**config.mk**
```make
export PLATFORM = sky130hd
export DESIGN_NAME = data_filter
export DESIGN_NICKNAME = d
export VERILOG_FILES = /design/src/rtl/data_filter_pkg.sv /design/src/rtl/data_filter_edge.sv /design/src/rtl/data_filter.sv
export SDC_FILE = /design/constraint.sdc
export NUM_CORES = 1
export LEC_CHECK = 0
export BUFFER_PORTS_ARGS = -buffer_cell sky130_fd_sc_hd__buf_4
export CAP_MARGIN = 20
export CORE_MARGIN = 4
export CORE_UTILIZATION = 54
export CTS_CLUSTER_SIZE = 28
export DETAILED_ROUTE_END_ITERATION = 10
export PLACE_DENSITY = 0.77
export SLEW_MARGIN = 20
export SYNTH_ARGS = -nofsm -noshare
export SYNTH_HDL_FRONTEND = slang
export SYNTH_HIERARCHICAL = 1
export SYNTH_SLANG_ARGS = --single-unit
```
**constraint.sdc**
```tcl
create_clock -name clk_i -period 2.4 [get_ports clk_i]
set_input_delay 0.24 -clock clk_i [delete_from_list [all_inputs] [get_ports clk_i]]
set_output_delay 0.24 -clock clk_i [all_outputs]
set_load 0.02 [all_outputs]
```
**src/rtl/data_filter_pkg.sv**
```systemverilog
// Shared types and helpers for the data_filter stability filter.
package data_filter_pkg;

    typedef enum logic [0:0] {
        StIdle,
        StCount
    } state_e;

    // Counter must hold values up to cnt_max.
    function automatic int unsigned cnt_width(input int unsigned cnt_max);
        return $clog2(cnt_max + 1);
    endfunction

endpackage

```
**src/rtl/data_filter_edge.sv**
```systemverilog
// Registered rising/falling bit masks, produced only in the cycle a new value is published.
module data_filter_edge #(
    parameter int unsigned D_WIDTH = 8
) (
    input  logic               clk_i,
    input  logic               rst_n_i,
    input  logic               accept_i,
    input  logic [D_WIDTH-1:0] new_i,
    input  logic [D_WIDTH-1:0] old_i,
    output logic [D_WIDTH-1:0] rise_o,
    output logic [D_WIDTH-1:0] fall_o
);

    logic [D_WIDTH-1:0] rise_d, rise_q;
    logic [D_WIDTH-1:0] fall_d, fall_q;

    always_comb begin
        rise_d = '0;
        fall_d = '0;
        if (accept_i) begin
            rise_d = new_i & ~old_i;
            fall_d = ~new_i & old_i;
        end
    end

    always_ff @(posedge clk_i or negedge rst_n_i) begin
        if (!rst_n_i) begin
            rise_q <= '0;
            fall_q <= '0;
        end else begin
            rise_q <= rise_d;
            fall_q <= fall_d;
        end
    end

    assign rise_o = rise_q;
    assign fall_o = fall_q;

endmodule

```
**src/rtl/data_filter.sv**
```systemverilog
// Stability filter: publishes data_i only after it holds steady for CNT_MAX edges.
// Optional per-bit edge outputs rise_o/fall_o are built when DATA_FILTER_EDGE_EN is defined.
module data_filter
    import data_filter_pkg::*;
#(
    parameter int unsigned       D_WIDTH = 8,
    parameter int unsigned       CNT_MAX = 16,
    parameter logic [D_WIDTH-1:0] INIT   = '0
) (
    input  logic               clk_i,
    input  logic               rst_n_i,
    input  logic [D_WIDTH-1:0] data_i,
    output logic [D_WIDTH-1:0] data_o,
    output logic               valid_o,
    output logic               busy_o
`ifdef DATA_FILTER_EDGE_EN
    ,
    output logic [D_WIDTH-1:0] rise_o,
    output logic [D_WIDTH-1:0] fall_o
`endif
);

    localparam int unsigned  CntW    = cnt_width(CNT_MAX);
    localparam logic [CntW-1:0] CntOne  = CntW'(1);
    localparam logic [CntW-1:0] CntLast = CntW'(CNT_MAX - 1);

    state_e             state_d, state_q;
    logic [CntW-1:0]    cnt_d, cnt_q;
    logic [D_WIDTH-1:0] cand_d, cand_q;
    logic [D_WIDTH-1:0] data_d, data_q;
    logic               valid_d, valid_q;
    logic               busy_d, busy_q;

    always_comb begin
        state_d = state_q;
        cnt_d   = cnt_q;
        cand_d  = cand_q;
        data_d  = data_q;
        valid_d = 1'b0;
        busy_d  = busy_q;
        unique case (state_q)
            StIdle: begin
                if (data_i != data_q) begin
                    if (CNT_MAX == 1) begin
                        data_d  = data_i;
                        valid_d = 1'b1;
                    end else begin
                        cand_d  = data_i;
                        cnt_d   = CntOne;
                        state_d = StCount;
                        busy_d  = 1'b1;
                    end
                end
            end
            StCount: begin
                if (data_i == data_q) begin
                    // Input fell back to the published value: drop the candidate.
                    state_d = StIdle;
                    cnt_d   = '0;
                    busy_d  = 1'b0;
                end else if (data_i != cand_q) begin
                    cand_d = data_i;
                    cnt_d  = CntOne;
                end else if (cnt_q == CntLast) begin
                    data_d  = cand_q;
                    valid_d = 1'b1;
                    cnt_d   = '0;
                    busy_d  = 1'b0;
                    state_d = StIdle;
                end else begin
                    cnt_d = cnt_q + CntOne;
                end
            end
            default: state_d = StIdle;
        endcase
    end

    always_ff @(posedge clk_i or negedge rst_n_i) begin
        if (!rst_n_i) begin
            state_q <= StIdle;
            cnt_q   <= '0;
            cand_q  <= INIT;
            data_q  <= INIT;
            valid_q <= 1'b0;
            busy_q  <= 1'b0;
        end else begin
            state_q <= state_d;
            cnt_q   <= cnt_d;
            cand_q  <= cand_d;
            data_q  <= data_d;
            valid_q <= valid_d;
            busy_q  <= busy_d;
        end
    end

    assign data_o  = data_q;
    assign valid_o = valid_q;
    assign busy_o  = busy_q;

`ifdef DATA_FILTER_EDGE_EN
    data_filter_edge #(
        .D_WIDTH (D_WIDTH)
    ) u_edge (
        .clk_i    (clk_i),
        .rst_n_i  (rst_n_i),
        .accept_i (valid_d),
        .new_i    (data_d),
        .old_i    (data_q),
        .rise_o   (rise_o),
        .fall_o   (fall_o)
    );
`else
    // Edge outputs are not built in this configuration.
`endif

endmodule

```
Yosys cells after proc, flatten, opt, wreduce, memory -nomap -nowiden
Cells that the tools add are included.
Storage, ports and cells
  bits in registers: 24
  input bits: 10
Operators by class
  $add $sub $neg: 1
  eq/ne operators: 9
  multiplexer cells: 23
  bitwise operators: 3
  reductions and logical operators: 3
Operator list (count)
  8-bit two-way mux: 3
  5-bit two-way mux: 4
  8-bit inequality test: 2
  8-bit one-hot mux with 2 select lines: 1
  1-bit two-way mux: 12
  5-bit one-hot mux with 2 select lines: 1
  8-bit == test: 1
  3-bit AND reduction: 2
  5-bit by 1-bit adder with 5-bit output (second input constant): 1
  5-bit by 4-bit == test with 1-bit output (second input constant): 1
  2-bit inequality test (second input constant): 2
  1-bit one-hot mux with 2 select lines: 2
  4-bit AND reduction: 1
  3-bit by 1-bit inequality test with 1-bit output (second input constant): 1
  3-bit inequality test (second input constant): 1
  1-bit inverter: 3
  2-bit by 1-bit inequality test with 1-bit output (second input constant): 1

Depth between registers and ports, before layout
Gate-level depths: netlist of the first run.
  depth after elaboration: 5
  gate-level depth with buffers: 7
  depth with buffers taken out: 6

Worst setup path before layout of the first run
OpenSTA, ideal clock, no wires.
  path type: register to register
  start: register cand_q[7]
  end: register data_q[0] (netlist: data_o[0])
  arrival: 1754 ps
  data required time: 2275 ps
  slack: 522 ps
  stages on the path, launching flop included: 6
  path buffers: 0
  clock period less this slack: 1878 ps
  cell sequence: dfrtp_1 xor2_1 nor4_2 nand3_2 nor3_4 mux2_2
On the way
  cells in the longest elaborated chain, start to end: 3
RTL lines
  start, declared: line data_filter.sv:29  | logic [D_WIDTH-1:0] cand_d, cand_q;
  start signal, assigned: line data_filter.sv:89  | cand_q <= cand_d;
  8-bit inequality test: line data_filter.sv:61  | end else if (data_i != cand_q) begin
  1-bit inverter (no line)
  4-bit AND reduction (no line)
  end signal, assigned: line data_filter.sv:90  | data_q <= data_d;
  end, declared: line data_filter.sv:30  | logic [D_WIDTH-1:0] data_d, data_q;
No other way between the ends.
A chain may end at the register's enable or synchronous reset.

Final worst setup path of the first run
  start: register cand_q[7]
  end: register data_q[4] (netlist: data_o[4])
The elaborated chain is that of the path after synthesis.

==> results of run 1 <==
## kinds of logic after synthesis
logic type | synth area share, %
flip-flops | 50.5
AND/OR/NAND/NOR | 13.8
AO/OA/AOI/OAI | 6.21
adder cells (fa/ha/maj) | 1.05
multiplexers | 15.2
buffers and inverters | 1.47
XOR/XNOR | 11.8
## power breakdown
part,switching (W),total [W],internal (W)
Combinational,0.0000355,0.0000689,0.0000334
Sequential,0.00000856,0.000423,0.000414
Clock,0.000118,0.000177,0.0000587
## final cells by class
class | count | area [sq um] | area share, %
Sequential cell | 24 | 601 | 43.0
Clock buffer | 3 | 22.5 | 1.61
Tap cell | 27 | 33.8 | 2.42
Multi-Input combinational cell | 68 | 571 | 40.9
Inverter | 2 | 7.51 | 0.538
Timing Repair Buffer | 21 | 160 | 11.5
## flip-flops by register name, summed over array words and instances, names as in the netlist
| signal | flops |
|---|---|
| valid_o | 1 |
| cnt_q | 5 |
| state_q | 1 |
| busy_o | 1 |
| data_o | 8 |
| cand_q | 8 |
## worst max-delay path by stage
stage	cells after the start	slack, ps	startpoint	end
global placement	5	270	cand_q[7]	data_o[3]
global route	5	110	cand_q[3]	data_o[2]
CTS	5	240	cand_q[7]	data_o[4]
detailed placement	5	270	cand_q[7]	data_o[4]
floorplan	5	520	cand_q[7]	data_o[0]
finish	5	240	cand_q[7]	data_o[4]
## placed cells by master, fill, tap and decap left out, drive strengths merged
cell / n
xnor2: 8
nand3: 4
dlygate4sd3: 1
dfrtp: 24
inv: 2
nor4b: 2
ha: 1
a311o: 1
xor2: 8
nor3b: 1
or2: 2
o21ai: 2
a211oi: 1
nor4: 2
a31o: 2
clkbuf: 3
o22ai: 2
nand4: 2
a21oi: 1
nor3: 6
nor2: 4
buf: 20
mux2: 16
o21a: 1
nand2: 2
## routing by layer
metal	track usage (%)	part of all wire (%)
met1	24.6	47
met2	28.7	47
met3	3.22	5.2
met4	7.29	1.5
met5	0	0
## worst max-delay path, cell delays in order, from the launching register on
cell	delay [ps]
dfrtp_1	420
xor2_1	170
nor4_2	380
nand3_2	280
nor3_4	410
mux2_2	390
## per-stage QoR
stage	power [W]	instances
2_1_floorplan	0.000464	96
3_3_place_gp	0.000498	141
3_5_place_dp	0.000499	141
4_1_cts	0.000669	145
5_1_grt	0.000697	145
6_report	0.000668	145
## repair_timing
action / CTS / global route
setup endpoints to repair: 0 / 0
setup buffers: 0 / 0
hold buffers: 1 / 0
endpoints found under the hold margin: 24 / 0
==> results.sh, run 1 <==
export IMPL_end_kind="flip-flop"
export IMPL_synthesis_nets=107
export IMPL_globalplace_congestion=0.851
export IMPL_cts_root_buf="clkbuf_4"
export IMPL_fillers=148
export IMPL_drt_pass1_iter_count=4
export IMPL_ios=20
export IMPL_dp_hpwl_microns=1650
export IMPL_synth_sequential_area_ratio_pct=50.5
export IMPL_via_per_inst=5.54
export IMPL_grtUsageTotal_pct=18.1
export IMPL_fin_crit_ps=2160
export IMPL_die_x_microns=54.9
export IMPL_cts_max_path_buffers=2
export IMPL_clk_pin_slew_worst_paths_ps=130
export IMPL_max_freq_mhz=463
export IMPL_r2r_start="cand_q[7]"
export IMPL_cts_made_buffers=3
export IMPL_yosys_top_cells_area="dfrtp_1 (51%), mux2_2 (15%), xnor2_1 (5.9%)"
export IMPL_rows=16
export IMPL_timing_rr_end="data_o[4]"
export IMPL_detail_route_antenna_nets=0
export IMPL_relSlewSlack_pct=66.0
export IMPL_cts_tree="done"
export IMPL_drive_gt1_share_pct=39.8
export IMPL_insertion_delay_ps=310
export IMPL_worst_pin_slew_ps=510
export IMPL_finalClockSkew_ps=1.07
export IMPL_h_tree_depth=1
export IMPL_synthFlopType="dfrtp_1"
export IMPL_setup_viol=0
export IMPL_area_growth_pct=17.4
export IMPL_fin_util_pct=69.0
export IMPL_vias=804
export IMPL_crit_arrival_ps=2370
export IMPL_finalHoldViolations=0
export IMPL_fin_hold_ws_ps=184
export IMPL_min_from="data_i[5]"
export IMPL_wl_per_cell_microns=15.3
export IMPL_synth_cell_types=28
export IMPL_cts_repair_resized=0
export IMPL_drt_total_wl_microns=2220
export IMPL_overflow=0
export IMPL_worst_slack_ps=239
export IMPL_synth_edf_count=0
export IMPL_dieArea_sq_um=3020
export IMPL_grt_start_max_net_pins=25
export IMPL_final_period_utilization_pct=90.0
export IMPL_grt_pass1_vias=828
export IMPL_cts_sinks=24
export IMPL_place_area_sq_um=1360
export IMPL_synth_top_area_cell="dfrtp_1"
export IMPL_synth_common_cells="dfrtp_1 (24), mux2_2 (16), xnor2_1 (8), xor2_1 (8), nor3_1 (5)"
export IMPL_status="completed"
export IMPL_ir_worst_vdd_mv=0.368
export IMPL_rr_worst_depth=5
export IMPL_drt_iter0_markers=23
export IMPL_syn_area_sq_um=1190
export IMPL_reg2reg_setup_slack_ps=240
export IMPL_synth_async_sr_flop_share_pct=100
export IMPL_antenna_found_initial=0
export IMPL_drc=0
export IMPL_setup_tns_ps=0
export IMPL_nets=131
export IMPL_syn_inst=96
export IMPL_critPathLaunchType="flip-flop"
export IMPL_synth_most_common_cell="dfrtp_1"
export IMPL_synth_top_area_share_pct=50.5
export IMPL_p_leak_nw=0.608
export IMPL_grt_pass1_wl_microns=3850
export IMPL_hold_path_cell_count=2
export IMPL_synth_seq_cells=24
export IMPL_rsz0062_at_grt="false"
export IMPL_pre_cts_slack_ps=267
export IMPL_initial_core_util_pct=58.8
export IMPL_crit_type="flip-flop to flip-flop"
export IMPL_cap_violations=0
export IMPL_antenna_cells=0
export IMPL_core_area_sq_um=2020
export IMPL_syn_area_per_cell_sq_um=12.4
export IMPL_dieHeight_microns=54.9
export IMPL_portBuffers=19
export IMPL_slew_violations=0
export IMPL_power_per_cell_area_nw_per_um2=479
export IMPL_cp_max_fo=9
export IMPL_required_ps=2610
export IMPL_synth_warnings=6
export IMPL_final_area_sq_um=1400
export IMPL_hold_path_class="input pin to flip-flop"
export IMPL_hold_end="cand_q[5]"
No activity file was read; power rests on OpenSTA's default activity.
==> inputs of run 2 (changes only) <==
--- a/config.mk
+++ b/config.mk
@@ -7,7 +7,7 @@
 export LEC_CHECK = 0
 export BUFFER_PORTS_ARGS = -buffer_cell sky130_fd_sc_hd__buf_4
 export CAP_MARGIN = 20
-export CORE_MARGIN = 4
+export CORE_MARGIN = 5
 export CORE_UTILIZATION = 54
 export CTS_CLUSTER_SIZE = 28
 export DETAILED_ROUTE_END_ITERATION = 10
==> results.sh, run 2 (synthesis gave the netlist of run 1 again) <==
export IMPL_status="completed"
export IMPL_via_per_inst=5.57
export IMPL_cts_tree="done"
export IMPL_antenna_found_initial=0
export IMPL_worst_pin_slew_ps=484
export IMPL_crit_arrival_ps=2340
export IMPL_max_freq_mhz=471
export IMPL_drt_total_wl_microns=2170
export IMPL_drive_gt1_share_pct=40.3
export IMPL_nets=131
export IMPL_cts_setup_buffers=0
export IMPL_drc=0
export IMPL_globalplace_congestion=0.772
export IMPL_drt_pass1_iter_count=4
export IMPL_hold_path_cell_count=2
export IMPL_cp_max_fo=9
export IMPL_final_period_utilization_pct=88.4
export IMPL_finalHoldViolations=0
export IMPL_critPathLaunchType="flip-flop"
export IMPL_grt_start_max_net_pins=25
export IMPL_power_per_cell_area_nw_per_um2=504
export IMPL_antenna_cells=0
export IMPL_cts_max_path_buffers=2
export IMPL_detail_route_antenna_nets=0
export IMPL_dieArea_sq_um=3240
export IMPL_vias=819
export IMPL_relSlewSlack_pct=67.7
export IMPL_dieHeight_microns=56.9
export IMPL_slew_violations=0
export IMPL_hold_path_class="input pin to flip-flop"
export IMPL_grt_pass1_wl_microns=3840
export IMPL_grt_pass1_vias=844
export IMPL_dp_hpwl_microns=1640
export IMPL_setup_viol=0
export IMPL_cts_root_buf="clkbuf_4"
export IMPL_die_x_microns=56.9
export IMPL_ios=20
export IMPL_dpl_cell_count=142
export IMPL_finalClockSkew_ps=12.3
export IMPL_overflow=0
export IMPL_clk_pin_slew_worst_paths_ps=140
export IMPL_fin_cells=147
export IMPL_initial_core_util_pct=55.3
export IMPL_rr_worst_depth=5
export IMPL_p_leak_nw=0.615
export IMPL_cap_violations=0
export IMPL_wl_per_cell_microns=14.8
export IMPL_setup_tns_ps=0
export IMPL_insertion_delay_ps=320
export IMPL_portBuffers=19
export IMPL_ir_worst_vdd_mv=0.443
export IMPL_rows=17
export IMPL_crit_type="flip-flop to flip-flop"
export IMPL_h_tree_depth=1
export IMPL_cts_sinks=24
export IMPL_drt_iter0_markers=14
export IMPL_cts_made_buffers=3
export IMPL_layout_commonest_cell="dfrtp_1"
export IMPL_rsz0062_at_grt="false"
export IMPL_required_ps=2610
export IMPL_area_growth_pct=18.6
export IMPL_grtUsageTotal_pct=15.0
export IMPL_fin_crit_ps=2120
export IMPL_end_kind="flip-flop"
export IMPL_core_area_sq_um=2150
export IMPL_mostFrequentLayoutCells="dfrtp_1 (24), buf_4 (20), mux2_2 (16), xnor2_1 (8), xor2_1 (8)"
[run 2: critical path, cell delays in order (launching register included)]
cell and delay, ps:
dfrtp_1 430, xor2_1 180, nor4_2 350, nand3_2 270, nor3_4 390, mux2_2 390
[run 2: path summary, 6_finish.rpt]
check	from	to	slack [ps]
min in group asynchronous	rst_n_i	cand_q[4]	320
max in group asynchronous	rst_n_i	cnt_q[2]	1830
setup / recovery	cand_q[6]	data_o[1]	280
setup reg to reg	cand_q[6]	data_o[1]	280
hold reg to reg	cnt_q[4]	cnt_q[4]	540
hold / removal	data_i[4]	cand_q[4]	170
[run 2: layer usage]
metal | routed length [microns] | vias up | GRT usage (%) | part of all wire (%)
met5 | 0 | - | 0 | 0
met4 | 37 | 0 | 5.96 | 1.7
met3 | 106 | 5 | 2.76 | 4.9
met2 | 1070 | 17 | 23.8 | 49
met1 | 964 | 407 | 20.2 | 44
li1 | - | 390 | - | -
[run 2: cell type report]
| class | count | area (sq um) |
|---|---|---|
| multi-input cells | 68 | 571 |
| fillers | 164 | 738 |
| flip-flops and latches | 24 | 601 |
| inverters | 2 | 7.51 |
| repair buffers | 21 | 160 |
| well taps | 28 | 35.0 |
| clock buffers | 4 | 36.3 |
[run 2: timing repair]
action / CTS / global route
hold buffers: 1 / 0
hold endpoints to repair: 24 / 0
gates resized for setup: 0 / 0
[run 2: power breakdown]
group / switching, W / internal [W]
registers: 0.00000842 / 0.000414
clock network: 0.000125 / 0.0000929
logic: 0.0000357 / 0.0000334
total: 0.000170 / 0.000541
[run 2: per-stage QoR]
| stage | setup slack [ps] | hold WS, ps | cell area (sq um) | util, % | power [W] |
|---|---|---|---|---|---|
| floorplan | 522 | -55.6 | 1190 | - | 0.000464 |
| global placement | 272 | 153 | 1360 | 63.5 | 0.000497 |
| detailed placement | 283 | 158 | 1360 | 63.5 | 0.000500 |
| CTS | 262 | 162 | 1410 | 65.6 | 0.000717 |
| global route | 171 | 149 | 1410 | 65.6 | 0.000748 |
| finish | 278 | 168 | 1410 | 65.6 | 0.000710 |
==> inputs of run 3 (changes only) <==
--- a/config.mk
+++ b/config.mk
@@ -8,10 +8,9 @@
 export BUFFER_PORTS_ARGS = -buffer_cell sky130_fd_sc_hd__buf_4
 export CAP_MARGIN = 20
 export CORE_MARGIN = 5
-export CORE_UTILIZATION = 54
+export CORE_UTILIZATION = 35
 export CTS_CLUSTER_SIZE = 28
 export DETAILED_ROUTE_END_ITERATION = 10
-export PLACE_DENSITY = 0.77
 export SLEW_MARGIN = 20
 export SYNTH_ARGS = -nofsm -noshare
 export SYNTH_HDL_FRONTEND = slang
==> results.sh, run 3 (synthesis gave the netlist of run 1 again) <==
export IMPL_status="completed"
export IMPL_die_x_microns=68.3
export IMPL_slew_violations=0
export IMPL_grt_pass1_wl_microns=3800
export IMPL_dieHeight_microns=68.3
export IMPL_rr_worst_depth=5
export IMPL_max_freq_mhz=468
export IMPL_required_ps=2610
export IMPL_reg2reg_setup_slack_ps=260
export IMPL_finalHoldViolations=0
export IMPL_crit_arrival_ps=2350
export IMPL_dpl_cell_count=160
export IMPL_drc=0
export IMPL_grtUsageTotal_pct=11.0
export IMPL_dp_hpwl_microns=1670
export IMPL_cap_violations=0
export IMPL_globalplace_congestion=0.741
export IMPL_portBuffers=19
export IMPL_area_growth_pct=20.5
export IMPL_power_per_cell_area_nw_per_um2=491
export IMPL_cp_max_fo=9
export IMPL_setup_tns_ps=0
export IMPL_rsz0062_at_grt="false"
export IMPL_finalClockSkew_ps=2.48
export IMPL_rows=21
export IMPL_antenna_cells=0
export IMPL_cts_made_buffers=3
export IMPL_cts_root_buf="clkbuf_4"
export IMPL_final_period_utilization_pct=89.1
export IMPL_p_total_w=0.000704
export IMPL_final_area_sq_um=1430
export IMPL_layout_commonest_cell="dfrtp_1"
export IMPL_core_area_sq_um=3310
export IMPL_h_tree_depth=1
export IMPL_min_from="data_i[7]"
export IMPL_r2r_start="cand_q[7]"
export IMPL_cts_sinks=24
export IMPL_critPathLaunchType="flip-flop"
export IMPL_antenna_found_initial=0
export IMPL_overflow=0
export IMPL_cts_max_path_buffers=2
export IMPL_drt_pass1_iter_count=4
export IMPL_crit_end="data_o[2]"
export IMPL_fin_crit_ps=2140
export IMPL_drt_iter0_markers=13
export IMPL_crit_type="flip-flop to flip-flop"
export IMPL_startpoint="cand_q[7]"
export IMPL_nets=131
export IMPL_end_kind="flip-flop"
export IMPL_via_per_inst=4.81
export IMPL_initial_core_util_pct=35.9
export IMPL_cts_tree="done"
export IMPL_timing_rr_end="data_o[2]"
export IMPL_vias=794
export IMPL_hold_path_class="input pin to flip-flop"
export IMPL_grt_start_max_net_pins=25
export IMPL_insertion_delay_ps=310
export IMPL_clk_pin_slew_worst_paths_ps=130
export IMPL_detail_route_antenna_nets=0
export IMPL_fin_cells=165
export IMPL_place_area_sq_um=1390
export IMPL_worst_pin_slew_ps=466
export IMPL_setup_viol=0
export IMPL_ir_worst_vdd_mv=0.254
export IMPL_relSlewSlack_pct=69.0
export IMPL_drt_total_wl_microns=2200
export IMPL_fin_util_pct=43.3
export IMPL_wl_per_cell_microns=13.4
export IMPL_mostFrequentLayoutCells="dfrtp_1 (24), buf_4 (20), mux2_2 (16), xnor2_1 (8), xor2_1 (8)"
export IMPL_grt_pass1_vias=809
export IMPL_drive_gt1_share_pct=40.3
export IMPL_ios=20
export IMPL_p_leak_nw=0.615
export IMPL_dieArea_sq_um=4660
==> run 3: cell counts in the layout (fill, tap and decap cells not counted) <==
No cell type changed its count.
==> run 3: what timing repair did <==
action / 4_1_cts / 5_1_grt
buffers inserted: 0 / 0
hold buffers: 1 / 0
setup endpoints to repair: 0 / 0
resized for setup: 0 / 0
hold endpoints to repair: 24 / 0
==> run 3: layout make-up <==
type	instances	area, sq um
fill	337	1880
sequential	24	601
multi-input combinational	68	571
timing repair buffer	21	160
tap	46	57.6
clock buffer	4	36.3
inverter	2	7.51
==> run 3: worst min path at each step <==
stage | end | slack (ps) | cells past startpoint
floorplan | busy_o | -60 | 0
global placement | valid_o | 160 | 1
detailed placement | valid_o | 160 | 1
CTS | cand_q[2] | 170 | 2
global route | cand_q[2] | 160 | 2
finish | cand_q[7] | 180 | 2
==> run 3: critical path, cell delays in order (launching register included) <==
cell,delay [ps]
dfrtp_1,420
xor2_1,170
nor4_2,380
nand3_2,270
nor3_4,410
mux2_2,390
==> run 3: per-stage QoR <==
| step | hold slack, ps | worst slack, ps |
|---|---|---|
| 6_report | 185 | 262 |
| 4_1_cts | 167 | 257 |
| 5_1_grt | 156 | 87.3 |
| 3_5_place_dp | 158 | 277 |
| 2_1_floorplan | -55.6 | 522 |
| 3_3_place_gp | 160 | 301 |
==> run 3: per-layer routing <==
layer	track usage [%]	up-vias	share of wire [%]
met2	16.5	13	48
met3	3.28	2	4.5
met5	0	-	0
met1	14.7	387	47
li1	-	392	-
met4	4.47	0	0.68
==> run 3: report_power, final <==
| group | total, W | internal (W) | switching [W] |
|---|---|---|---|
| clock network | 0.000212 | 0.0000927 | 0.000119 |
| logic | 0.0000690 | 0.0000334 | 0.0000355 |
| registers | 0.000423 | 0.000414 | 0.00000868 |
| total | 0.000704 | 0.000540 | 0.000163 |
